`src/rtl/timer_ctrl_pkg.sv`:
```
// Shared definitions for the timer controller.
// Holds the register byte offsets, the CTRL bit positions, the FSM state
// encoding and a helper that maps a byte address onto a register word index.
package timer_ctrl_pkg;

  // Register byte offsets. Only bits [3:2] select a register.
  localparam logic [3:0] OFS_CTRL   = 4'h0;
  localparam logic [3:0] OFS_CMP    = 4'h4;
  localparam logic [3:0] OFS_COUNT  = 4'h8;
  localparam logic [3:0] OFS_STATUS = 4'hC;

  // CTRL bit indices
  localparam int unsigned CTRL_EN       = 0;
  localparam int unsigned CTRL_PERIODIC = 1;
  localparam int unsigned CTRL_IRQ_EN   = 2;

  typedef enum logic [1:0] {
    ST_IDLE = 2'b00,
    ST_RUN  = 2'b01,
    ST_DONE = 2'b10
  } state_t;

  // Word index of a register offset constant.
  function automatic logic [1:0] word_idx(input logic [3:0] ofs);
    return ofs[3:2];
  endfunction

endpackage

```
`src/rtl/timer_ctrl_pipe_reg.sv`:
```
// pipe_reg: plain enabled data register.
// Ports:
//   clk - clock
//   en  - load enable; q takes d on the rising edge when high
//   d   - next value
//   q   - registered value
// It has no reset of its own: the owner clears it by driving en=1, d=0.
module pipe_reg #(
  parameter int DATA_W = 32
) (
  input  logic              clk,
  input  logic              en,
  input  logic [DATA_W-1:0] d,
  output logic [DATA_W-1:0] q
);

  always_ff @(posedge clk) begin
    if (en) q <= d;
  end

endmodule

```
`src/rtl/timer_ctrl.sv`:
```
// timer_ctrl: memory-mapped compare timer with one-shot and periodic modes.
// Ports:
//   clk      - clock, all state updates on the rising edge
//   rst      - synchronous active-high reset
//   io_addr  - register byte address, bits [1:0] ignored
//   io_we    - write strobe
//   io_re    - read strobe
//   io_wdata - write data
//   io_rdata - registered read data, updated one cycle after io_re
//   irq      - level interrupt, STATUS.MATCH and CTRL.IRQ_EN
// Registers: 0x0 CTRL {IRQ_EN,PERIODIC,EN}, 0x4 CMP, 0x8 COUNT (write clears),
// 0xC STATUS {state[1:0], MATCH(W1C)}.
module timer_ctrl
  import timer_ctrl_pkg::*;
#(
  parameter int CNT_W = 32
) (
  input  logic        clk,
  input  logic        rst,
  input  logic [3:0]  io_addr,
  input  logic        io_we,
  input  logic        io_re,
  input  logic [31:0] io_wdata,
  output logic [31:0] io_rdata,
  output logic        irq
);

  state_t             state;
  state_t             state_nxt;
  logic               ctrl_en;
  logic               ctrl_periodic;
  logic               ctrl_irq_en;
  logic [CNT_W-1:0]   cmp;
  logic [CNT_W-1:0]   count;
  logic [CNT_W-1:0]   cnt_d;
  logic               cnt_en;
  logic               match_flag;
  logic               match_hit;
  logic [1:0]         sel;
  logic [1:0]         addr_unused;
  logic               wr_ctrl;
  logic               wr_cmp;
  logic               wr_count;
  logic               wr_status;
  logic [31:0]        rd_mux;

  // Byte-lane bits are not part of the register select.
  assign addr_unused = io_addr[1:0];
  assign sel         = io_addr[3:2];

  assign wr_ctrl   = io_we && (sel == word_idx(OFS_CTRL));
  assign wr_cmp    = io_we && (sel == word_idx(OFS_CMP));
  assign wr_count  = io_we && (sel == word_idx(OFS_COUNT));
  assign wr_status = io_we && (sel == word_idx(OFS_STATUS));

  assign match_hit = (state == ST_RUN) && (count == cmp);

  // Next-state and counter control
  always_comb begin
    state_nxt = state;
    cnt_en    = 1'b0;
    cnt_d     = count;
    unique case (state)
      ST_IDLE: begin
        if (wr_ctrl && io_wdata[CTRL_EN]) state_nxt = ST_RUN;
      end
      ST_RUN: begin
        cnt_en = 1'b1;
        if (match_hit) begin
          if (ctrl_periodic) begin
            cnt_d = '0;
          end else begin
            cnt_d     = count;
            state_nxt = ST_DONE;
          end
        end else begin
          cnt_d = count + CNT_W'(1);
        end
        if (wr_ctrl && !io_wdata[CTRL_EN]) state_nxt = ST_IDLE;
      end
      ST_DONE: begin
        if (wr_ctrl) begin
          if (io_wdata[CTRL_EN]) begin
            state_nxt = ST_RUN;
            cnt_en    = 1'b1;
            cnt_d     = '0;
          end else begin
            state_nxt = ST_IDLE;
          end
        end
      end
      default: state_nxt = ST_IDLE;
    endcase
    // A COUNT write wins over counting and matching; reset wins over all.
    if (wr_count || rst) begin
      cnt_en = 1'b1;
      cnt_d  = '0;
    end
  end

  pipe_reg #(
    .DATA_W(CNT_W)
  ) u_count (
    .clk(clk),
    .en (cnt_en),
    .d  (cnt_d),
    .q  (count)
  );

  // Read mux
  always_comb begin
    rd_mux = 32'h0;
    unique case (sel)
      2'd0:    rd_mux = {29'h0, ctrl_irq_en, ctrl_periodic, ctrl_en};
      2'd1:    rd_mux = 32'(cmp);
      2'd2:    rd_mux = 32'(count);
      default: rd_mux = {29'h0, state, match_flag};
    endcase
  end

  always_ff @(posedge clk) begin
    if (rst) begin
      state         <= ST_IDLE;
      ctrl_en       <= 1'b0;
      ctrl_periodic <= 1'b0;
      ctrl_irq_en   <= 1'b0;
      cmp           <= '0;
      match_flag    <= 1'b0;
      io_rdata      <= 32'h0;
    end else begin
      state <= state_nxt;
      if (wr_ctrl) begin
        ctrl_en       <= io_wdata[CTRL_EN];
        ctrl_periodic <= io_wdata[CTRL_PERIODIC];
        ctrl_irq_en   <= io_wdata[CTRL_IRQ_EN];
      end
      if (wr_cmp) cmp <= io_wdata[CNT_W-1:0];
      // A new match beats a simultaneous write-1-to-clear.
      if (match_hit) begin
        match_flag <= 1'b1;
      end else if (wr_status && io_wdata[0]) begin
        match_flag <= 1'b0;
      end
      if (io_re) io_rdata <= rd_mux;
    end
  end

  assign irq = match_flag && ctrl_irq_en;

endmodule

```
`config.mk`:
```
export PLATFORM = sky130hd
export DESIGN_NAME = timer_ctrl
export DESIGN_NICKNAME = d
export VERILOG_FILES = /design/src/rtl/timer_ctrl_pkg.sv /design/src/rtl/timer_ctrl_pipe_reg.sv /design/src/rtl/timer_ctrl.sv
export SDC_FILE = /design/constraint.sdc
export NUM_CORES = 1
export LEC_CHECK = 0
export CAP_MARGIN = 20
export CORE_MARGIN = 5
export CORE_UTILIZATION = 56
export DETAILED_ROUTE_END_ITERATION = 8
export PLACE_DENSITY_LB_ADDON = 0.12
export SYNTH_ARGS = -nofsm -noshare
export SYNTH_HDL_FRONTEND = slang
export SYNTH_HIERARCHICAL = 1
export SYNTH_SLANG_ARGS = --single-unit
```
`constraint.sdc`:
```
create_clock -name clk -period 4.8 [get_ports clk]
set_input_delay 0.96 -clock clk [delete_from_list [all_inputs] [get_ports clk]]
set_output_delay 0.96 -clock clk [all_outputs]
set_load 0.1 [all_outputs]
```
# Word level (Yosys, flattened, before mapping)

Index checks and enable logic that the tools add are counted.

Add/sub/neg operators: 1
Equality and inequality tests: 13
Mux-type cells: 19
Reductions and logical operators: 17

Operator list:

| cell                    | count |
|---|---|
| $mux W32                | 4 |
| $pmux W32 S3            | 1 |
| $pmux W32 S2            | 1 |
| $add A32 B1 Y32 const B | 1 |
| $eq A32 B32 Y1          | 1 |
| $mux W2                 | 5 |
| $logic_and A1 B1 Y1     | 9 |
| $eq A2 B2 Y1 const B    | 3 |
| $mux W1                 | 6 |
| $ne A3 B2 Y1 const B    | 2 |
| $ne A3 B3 Y1 const B    | 2 |
| $pmux W2 S3             | 1 |
| $reduce_and A5 Y1       | 1 |
| $eq A2 B1 Y1 const B    | 2 |
| $logic_not A2 Y1        | 2 |
| $ne A2 B2 Y1 const B    | 2 |
| $ne A4 B3 Y1 const B    | 1 |
| $reduce_and A4 Y1       | 1 |
| $reduce_bool A3 Y1      | 1 |
| $pmux W1 S2             | 1 |
| $reduce_bool A2 Y1      | 1 |
| $logic_not A1 Y1        | 1 |
| $logic_or A1 B1 Y1      | 1 |

Bits in registers: 102
Input port bits: 40
Output and inout bits: 33
Word-level logic and storage cells: 58

# Logic depth before layout (Yosys ltp)

Gate-level depths: netlist of the first run.

Depth after elaboration: 6
Gate-level depth with buffers: 8
Mapped depth without buffers: 8

# Cells and area by module

The synthesis of the first run kept the hierarchy.

Modules (own cells, without submodules):

| module     | times used | cells each | area an instance (µm²) | seq. area each (µm²) |
|---|---|---|---|---|
| timer_ctrl | 1          | 590        | 4594.4                 | 1401.3 |
| pipe_reg   | 1          | 32         | 960.9                  | 960.9 |

# Least setup slack after synthesis of the first run

OpenSTA, ideal clock, no wires.

Kind: input to register
Start: input port io_addr[2]
End: register u_count.q[0] (enable)
Library setup time: 0.466 ns
Arrival time: 3.748 ns
Data required time: 4.334 ns
Path slack: 0.587 ns
Cell stages on the path: 4
Buffers on the path: 1
Cell sequence: buf_2 -> nor2_1 -> a41oi_1 -> o21ai_0

Longest elaborated chain between the ends: 6
Elaborated cells between the ends (all ways): 13
Classes of those cells: eq/ne (4); mux (3); reduce/logical (6)

Ends and longest elaborated chain:

| element                         | RTL line                  | source |
|---|---|---|
| start: declaration              | timer_ctrl.sv:20          | `input logic [3:0] io_addr,` |
| $logic_not A2 Y1                | timer_ctrl.sv:51          | `assign wr_ctrl = io_we && (sel == word_idx(OFS_CTRL));` |
| $logic_and A1 B1 Y1             | timer_ctrl.sv:51          |  |
| $mux W1                         | timer_ctrl.sv:82          | `if (wr_ctrl) begin` |
| $pmux W1 S2                     | timer_ctrl.sv:63          | `unique case (state)` |
| $mux W1 (*)                     | timer_ctrl.sv:95          | `if (wr_count \|\| rst) begin` |
| via cnt_en                      | timer_ctrl.sv:36          | `logic cnt_en;` |
| $reduce_and A5 Y1 (no line) (*) | n/a                       |  |
| end signal: assignment          | timer_ctrl_pipe_reg.sv:18 | `if (en) q <= d;` |
| end: declaration                | timer_ctrl_pipe_reg.sv:14 | `output logic [DATA_W-1:0] q` |

The timed path passes the listed nets; every way through them passes the cells marked *.
A chain may end at the register's enable or synchronous reset.

# Worst setup path in the final report of the first run

Start: input port io_addr[3]
End: register u_count.q[2], data pin

Longest elaborated chain between the ends: 3

Ends and longest elaborated chain:

| element             | RTL line         | source |
|---|---|---|
| $eq A2 B2 Y1        | timer_ctrl.sv:53 | `assign wr_count = io_we && (sel == word_idx(OFS_COUNT));` |
| $logic_and A1 B1 Y1 | timer_ctrl.sv:53 |  |
| $logic_or A1 B1 Y1  | timer_ctrl.sv:95 |  |

No other way between the ends.

==> results of run 1 <==
cells in the final DEF (no fill, tap or decap), types with 10 or more instances in the layout:
cell type / n
nand2_1: 104
inv_1: 10
xnor2_1: 29
a21oi_1: 46
edfxtp_1: 32
a221o_1: 10
nor2_1: 50
dfxtp_1: 70
a221oi_2: 10
a211oi_1: 31
a22oi_1: 29
nand3_1: 22
clkdlybuf4s50_1: 68
nand4_1: 15
and3_1: 11
registers in the layout (all words and copies together), names as in the netlist:
signal,flops
cmp,32
ctrl_irq_en,1
ctrl_periodic,1
io_rdata,32
ctrl_en,1
u_count/q,32
match_flag,1
state,2
layer usage:
metal,up-vias,track usage
li1,2338,-
met1,2282,0.344
met2,181,0.388
met3,19,0.0352
met4,0,0.0793
met5,-,0
stage by stage:
stage	cells	hold WS [ps]
after floorplan	622	433
after global placement	775	446
after detailed placement	775	453
after CTS	791	470
after global routing	793	505
final	793	474
critical path, stage by stage:
cell             delay (ps)
clkdlybuf4s50_1         580
nor2b_2                 250
a21oi_1                 450
nand3_1                 250
a21oi_2                 720
and3b_1                 280
a221o_1                 110
logic make-up after synthesis:
group,count (synthesis),share of synthesized area
flops,102,0.425
buf+inv,66,0.0518
xor+xnor,32,0.0545
fa+ha+maj,5,0.0113
simple gates,243,0.215
compound gates,161,0.212
mux,13,0.0304
worst max-delay path by stage:
| stage | start | endpoint | slack [ps] | cells past startpoint |
|---|---|---|---|---|
| 6_report | io_addr[3] | u_count/q[2] | 1440 | 7 |
| 5_1_grt | io_addr[2] | u_count/q[2] | 1280 | 7 |
| 4_1_cts | io_addr[3] | u_count/q[2] | 1500 | 7 |
| 3_5_place_dp | io_addr[3] | u_count/q[2] | 1110 | 7 |
| 3_3_place_gp | io_addr[3] | u_count/q[2] | 1180 | 7 |
| 2_1_floorplan | io_addr[2] | u_count/q[0] | 590 | 4 |
cell type report:
cell class | count | area (sq um)
Multi-Input combinational cell | 454 | 2910
Sequential cell | 102 | 2360
Clock inverter | 4 | 33.8
Clock buffer | 12 | 178
Inverter | 10 | 37.5
Fill cell | 825 | 3250
Timing Repair Buffer | 78 | 783
Tap cell | 133 | 166
cells in the mapped netlist, drive strengths merged (9+ instances only):
cell type	instances	area share
nand4	16	0.021
a221oi	12	0.030
inv	10	0.0068
xnor2	32	0.055
clkbuf	35	0.024
nor2	50	0.034
a22oi	29	0.039
a211oi	31	0.042
nand3	23	0.022
and3	11	0.012
buf	21	0.021
dfxtp	70	0.25
mux2i	9	0.016
a221o	10	0.018
nand2	104	0.070
edfxtp	32	0.17
a21oi	48	0.045
power breakdown:
part           leakage, uW  switching, uW  internal, uW  total (uW)
Clock             0.000111            314           259         573
Combinational      0.00118            356           207         563
Sequential        0.000907            107           970        1080
==> impl_metrics.json, run 1 <==
{
  "status": "finished clean",
  "min-delay-start": "ctrl_en",
  "hold_depth": 2,
  "drive_above_1_share": 0.0848,
  "wl_met2_microns": 6590,
  "ant_nets": 0,
  "antenna_found_initial": 0,
  "worstSetupEndpointType": "register",
  "whs_endpoint": "ctrl_en",
  "cp.required_ps": 5050,
  "wl_met1_microns": 6380,
  "fmax_ghz": 0.298,
  "leakage_uw": 0.00220,
  "setup.worst_path.start_class": "input pin",
  "reg2reg_depth": 6,
  "cts-htree-levels": 3,
  "ctsRootBufferMaster": "clkbuf_8",
  "dr.max_layer_used": "met4",
  "ctsResizeCount": 0,
  "synth_edf_count": 32,
  "portBuffers": 70,
  "fin_tns_setup_ps": 0,
  "place.gp.congestion": 0.878,
  "worst_ep_arrival_time_ps": 3610,
  "yosysWarningCount": 6,
  "nets": 700,
  "placed_area_sq_um": 6220,
  "fp.dieW_microns": 110,
  "fp-row-count": 36,
  "ys_ff_latch": 102,
  "viasPerCell": 6.08,
  "grt_pass1_vias": 4543,
  "ios": 73,
  "final_core_util": 0.666,
  "worstMarginPinSlew_ps": 987,
  "rsz0062_at_grt": "false",
  "postCtsSetupBuffers": 0,
  "synth.avg_cell_area_sq_um": 8.93,
  "hold_viol_final": 0,
  "p_per_area_nw_per_um2": 342,
  "numCtsBuffers": 9,
  "ys_seq_area_frac": 0.425,
  "dr_wl_met3_microns": 936,
  "vias": 4820,
  "syn_nets": 667,
  "worstHoldPathType": "reg -> reg",
  "routedWlPerCell_microns": 17.8,
  "relSlewSlack": 0.340,
  "wl_microns": 14100,
  "netlist_area_sq_um": 5560,
  "die_h_microns": 110,
  "fin_area_sq_um": 6470,
  "period_minus_slack_ps": 3360,
  "clock_sinks": 102,
  "drt_iter0_drc": 366,
  "syn_inst": 622,
  "cap_viol_max_count": 0,
  "dp_slack_ps": 1110,
  "rrSetupSlack_ps": 1680,
  "dr.pass1.iters": 6,
  "clock_skew_ps": 13.0,
  "r2r-start": "u_count/q[1]",
  "synth-async-reset-ratio": 0,
  "initial_core_util": 0.571,
  "clkTransAtPathRegs_ps": 100,
  "overflow": 0,
  "ys_types": 52,
  "reg2reg_to": "u_count/q[22]",
  "hold_buffers": 0,
  "grt_max_degree": 74,
  "clockBufferDepth": 2,
  "grt_pass1_wl_microns": 22800,
  "period_share": 0.700,
  "power_uw": 2210,
  "setup_viol": 0,
  "report.final.slew_viol_count": 0,
  "dieArea_sq_um": 12000,
  "core_sq_um": 9730,
  "n_antenna_cell": 0,
  "ir_worst_vdd_uv": 186,
  "crit_fanout": 21,
  "track_usage": 0.244,
  "crit_type": "in -> reg",
  "setup_slack_ps": 1440,
  "syn_to_final_growth_pct": 16.6,
  "insertion_delay_ps": 380,
  "ys.flop_type": "dfxtp_1",
  "remaining_drc_errors": 0,
  "hpwl_microns": 9950,
  "cts_tree": "yes"
}
Power figures use the tool's default switching activity.
==> run 2, diff against run 1 <==
- clock period: 4.8 -> 3.3 ns (I/O delays scaled with it)
==> impl_metrics.json, run 2 (synthesized netlist as in run 1, its figures left out) <==
{
  "status": "finished clean",
  "ant_nets": 0,
  "clkTransAtPathRegs_ps": 110,
  "p_per_area_nw_per_um2": 490,
  "numCtsBuffers": 9,
  "ctsRootBufferMaster": "clkbuf_8",
  "sw_frac_of_total": 0.364,
  "hold_depth": 2,
  "crit_type": "reg -> reg",
  "dr.pass1.iters": 5,
  "place.gp.congestion": 0.912,
  "remaining_drc_errors": 0,
  "syn_to_final_growth_pct": 17.9,
  "setup_viol": 0,
  "setup.worst_path.start_class": "register",
  "overflow": 0,
  "relSlewSlack": 0.294,
  "p_int_uw": 2040,
  "hold_viol_final": 0,
  "power_uw": 3210,
  "cts_tree": "yes",
  "fillCellCount": 794,
  "dieArea_sq_um": 12000,
  "clock_power_share": 0.238,
  "vias": 4975,
  "worstHoldPathType": "reg -> reg",
  "postCtsSetupBuffers": 0,
  "report.final.slew_viol_count": 0,
  "antenna_found_initial": 0,
  "crit_fanout": 11,
  "sequentialPowerShare": 0.473,
  "rsz0062_at_grt": "false",
  "period_minus_slack_ps": 2930,
  "clock_sinks": 102,
  "fin_area_sq_um": 6550,
  "wl_microns": 14900,
  "leakage_uw": 0.00237,
  "fmax_ghz": 0.342,
  "fp.dieW_microns": 110,
  "cts-htree-levels": 3,
  "p_switching_uw": 1170,
  "clock_skew_ps": 10.3,
  "cp.required_ps": 3530,
  "period_share": 0.886,
  "ir_worst_vdd_uv": 267,
  "drt_iter0_drc": 520,
  "nets": 728,
  "ctsResizeCount": 0,
  "clockBufferDepth": 2,
  "placed_area_sq_um": 6370,
  "mostFrequentLayoutCells": "nand2_1, dfxtp_1, buf_4, nor2_1, a21oi_1",
  "core_sq_um": 9730,
  "cap_viol_max_count": 0,
  "hold-worst-slack_ps": 491,
  "n_antenna_cell": 0,
  "ios": 73,
  "track_usage": 0.258,
  "routedWlPerCell_microns": 18.2,
  "top_regs": "cmp x32, io_rdata x32, u_count/q x32",
  "worstMarginPinSlew_ps": 1060,
  "worst_ep_arrival_time_ps": 3160,
  "portBuffers": 70,
  "hpwl_microns": 10700,
  "insertion_delay_ps": 370,
  "viasPerCell": 6.06,
  "drive_above_1_share": 0.170,
  "hold_buffers": 0,
  "grt_max_degree": 73,
  "initial_core_util": 0.571,
  "grt_pass1_vias": 4732,
  "combPwrFrac": 0.289,
  "fin_tns_setup_ps": 0,
  "final_common_cell": "nand2_1",
  "die_h_microns": 110,
  "multi_input_area_sq_um": 2910,
  "reg2reg_depth": 6,
  "grt_pass1_wl_microns": 24100,
  "worstSetupEndpointType": "register",
  "fp-row-count": 36,
  "seqCellArea_sq_um": 2360
}
run 2: cell count changes in the layout (fill, tap and decap cells not counted):
cell	previous run	this run
buf_4	6	68
clkdlybuf4s50_1	68	35
clkbuf_16	2	0
buf_16	1	0
clkinv_2	1	0
clkinv_4	0	1
inv_4	1	2
inv_6	0	1
run 2: per-stage QoR:
| stage | std cells | util | worst slack [ps] |
|---|---|---|---|
| finish | 821 | 0.673 | 375 |
| global placement | 805 | 0.655 | 305 |
| floorplan | 622 | - | 247 |
| global route | 821 | 0.673 | 222 |
| CTS | 821 | 0.673 | 445 |
| detailed placement | 805 | 0.655 | 246 |
run 2: power groups by stage:
| stage | Combinational (uW) | Clock (uW) | Sequential, uW |
|---|---|---|---|
| 5_1_grt | 997 | 829 | 1530 |
| 2_1_floorplan | 520 | 0 | 1660 |
| 6_report | 928 | 765 | 1520 |
| 3_3_place_gp | 900 | 0 | 1540 |
| 3_5_place_dp | 918 | 0 | 1540 |
| 4_1_cts | 921 | 773 | 1510 |
run 2: worst paths after layout:
| path | startpoint | end | slack, ps |
|---|---|---|---|
| worst min register to register | cmp[11] | cmp[11] | 490 |
| worst max-delay path | u_count/q[1] | u_count/q[2] | 370 |
| worst max register to register | u_count/q[1] | u_count/q[2] | 370 |
| worst min-delay path | cmp[11] | cmp[11] | 490 |
run 2: final cells by class:
cell class | instances | area share
inverter | 10 | 0.00573
clock inverter | 6 | 0.00802
timing repair buffer | 106 | 0.136
clock buffer | 10 | 0.0195
sequential | 102 | 0.361
tap | 133 | 0.0254
multi-input combinational | 454 | 0.445
run 2: metal layers:
layer  track usage  routed length (microns)  up-vias
met1         0.379                     6720     2350
li1              -                        -     2394
met3        0.0517                     1350       13
met4        0.0623                      188        0
met2         0.391                     6650      218
met5             0                        0        -
run 2: critical path, stage by stage (launching register included):
cell      delay [ps]
edfxtp_1         500
xnor2_1          330
nand4_1          220
nor4_4           480
a31oi_1          230
nor2_1           740
a221o_1          290
==> run 3, diff against run 2 <==
- CORE_MARGIN: 5 -> 4
- CORE_UTILIZATION: 56 -> 57
- CTS_BUF_LIST: unset -> sky130_fd_sc_hd__clkbuf_4
==> impl_metrics.json, run 3 (synthesized netlist as in run 1, its figures left out) <==
{
  "hpwl_microns": 10200,
  "dieArea_sq_um": 11400,
  "crit_fanout": 11,
  "routedWlPerCell_microns": 17.6,
  "place.gp.congestion": 0.904,
  "remaining_drc_errors": 0,
  "cts-htree-levels": 3,
  "dr.pass1.iters": 5,
  "ios": 73,
  "status": "finished clean",
  "overflow": 0,
  "syn_to_final_growth_pct": 15.4,
  "reg2reg_depth": 6,
  "worstMarginPinSlew_ps": 1030,
  "setup.worst_path.end": "u_count/q[3]",
  "numCtsBuffers": 9,
  "grt_pass1_wl_microns": 22800,
  "setup.worst_path.start_class": "register",
  "cp.required_ps": 3650,
  "mostFrequentLayoutCells": "nand2_1, dfxtp_1, buf_4, nor2_1, a21oi_1",
  "path_cells": "xnor2_1 > nand4_1 > nor4_4 > a31oi_1 > nor2_1 > a221o_1",
  "relSlewSlack": 0.315,
  "hold_buffers": 0,
  "fmax_ghz": 0.372,
  "initial_core_util": 0.593,
  "grt_max_degree": 62,
  "drt_iter0_drc": 491,
  "top_regs": "cmp x32, io_rdata x32, u_count/q x32",
  "cap_viol_max_count": 0,
  "r2r-start": "u_count/q[0]",
  "rrSetupSlack_ps": 610,
  "hold-worst-slack_ps": 481,
  "period_minus_slack_ps": 2690,
  "drive_above_1_share": 0.159,
  "crit_path_start": "u_count/q[0]",
  "final_common_cell": "nand2_1",
  "worstSetupEndpointType": "register",
  "worst_ep_arrival_time_ps": 3040,
  "worstHoldPathType": "reg -> reg",
  "ctsRootBufferMaster": "clkbuf_4",
  "instances_no_fill": 807,
  "hold_viol_final": 0,
  "period_share": 0.814,
  "n_antenna_cell": 0,
  "nets": 718,
  "power_uw": 3050,
  "grt_pass1_vias": 4507,
  "antenna_found_initial": 0,
  "report.final.slew_viol_count": 0,
  "ant_nets": 0,
  "insertion_delay_ps": 490,
  "viasPerCell": 6.05,
  "leakage_uw": 0.00229,
  "fin_tns_setup_ps": 0,
  "vias": 4881,
  "die_h_microns": 107,
  "crit_type": "reg -> reg",
  "critPathSlowestCell": "nor2_1",
  "fp-row-count": 35,
  "rsz0062_at_grt": "false",
  "final_core_util": 0.684,
  "clock_sinks": 102,
  "wl_microns": 14200,
  "hold_depth": 2,
  "ctsResizeCount": 0,
  "reg2reg_to": "u_count/q[3]",
  "postCtsSetupBuffers": 0,
  "clockBufferDepth": 2,
  "max_stage_delay_ps": 670,
  "fp.dieW_microns": 107,
  "core_sq_um": 9370,
  "track_usage": 0.253,
  "cts_tree": "yes",
  "setup_viol": 0,
  "clock_skew_ps": 23.7,
  "p_per_area_nw_per_um2": 476,
  "dp.cells": 791,
  "clkTransAtPathRegs_ps": 160,
  "ir_worst_vdd_uv": 252,
  "portBuffers": 70
}
==> run 3: changes by cell type in the layout (fill, tap and decap cells not counted) <==
cell	previous run	this run
buf_12	1	0
buf_4	68	59
clkbuf_1	1	0
clkbuf_4	0	10
clkbuf_8	9	0
clkinv_4	1	3
inv_4	2	1
inv_6	1	0
==> run 3: per-stage QoR <==
step | cell area (sq um) | worst slack (ps)
final | 6410 | 614
after global routing | 6410 | 362
after CTS | 6410 | 586
after detailed placement | 6280 | 336
after global placement | 6280 | 334
after floorplan | 5560 | 247
==> run 3: routing by layer <==
metal | global-route usage | vias to the layer above | routed length (microns)
li1 | - | 2375 | -
met1 | 0.356 | 2315 | 6510
met2 | 0.403 | 180 | 6580
met3 | 0.0488 | 11 | 966
met4 | 0.0621 | 0 | 128
met5 | 0 | - | 0
==> run 3: worst min path at each step <==
stage / startpoint / to
final: ctrl_en / ctrl_en
after global placement: ctrl_en / ctrl_en
after detailed placement: ctrl_en / ctrl_en
after CTS: ctrl_en / ctrl_en
after global routing: ctrl_en / ctrl_en
after floorplan: ctrl_en / ctrl_en
==> run 3: cell type report <==
| type | count | area [sq um] |
|---|---|---|
| fill | 811 | 2960 |
| multi-input combinational | 454 | 2910 |
| sequential | 102 | 2360 |
| timing repair buffer | 96 | 803 |
| tap | 129 | 161 |
| clock buffer | 10 | 75.1 |
| clock inverter | 6 | 55.1 |
| inverter | 10 | 37.5 |
==> run 3: critical path: cells and delay by family (launching register included) <==
family | cells | cell delay (ps)
AOI/OAI and AO/OA | 2 | 470
xor gates and xnor gates | 1 | 370
and+or+nand+nor | 3 | 1190
DFF | 1 | 530
==> run 3: report_power, final <==
group          total (uW)  internal [uW]  leakage [uW]  switching [uW]
Combinational         867            318       0.00131             549
Clock                 647            179     0.0000749             468
Sequential           1540           1410      0.000907             128
Total                3050           1910       0.00229            1140
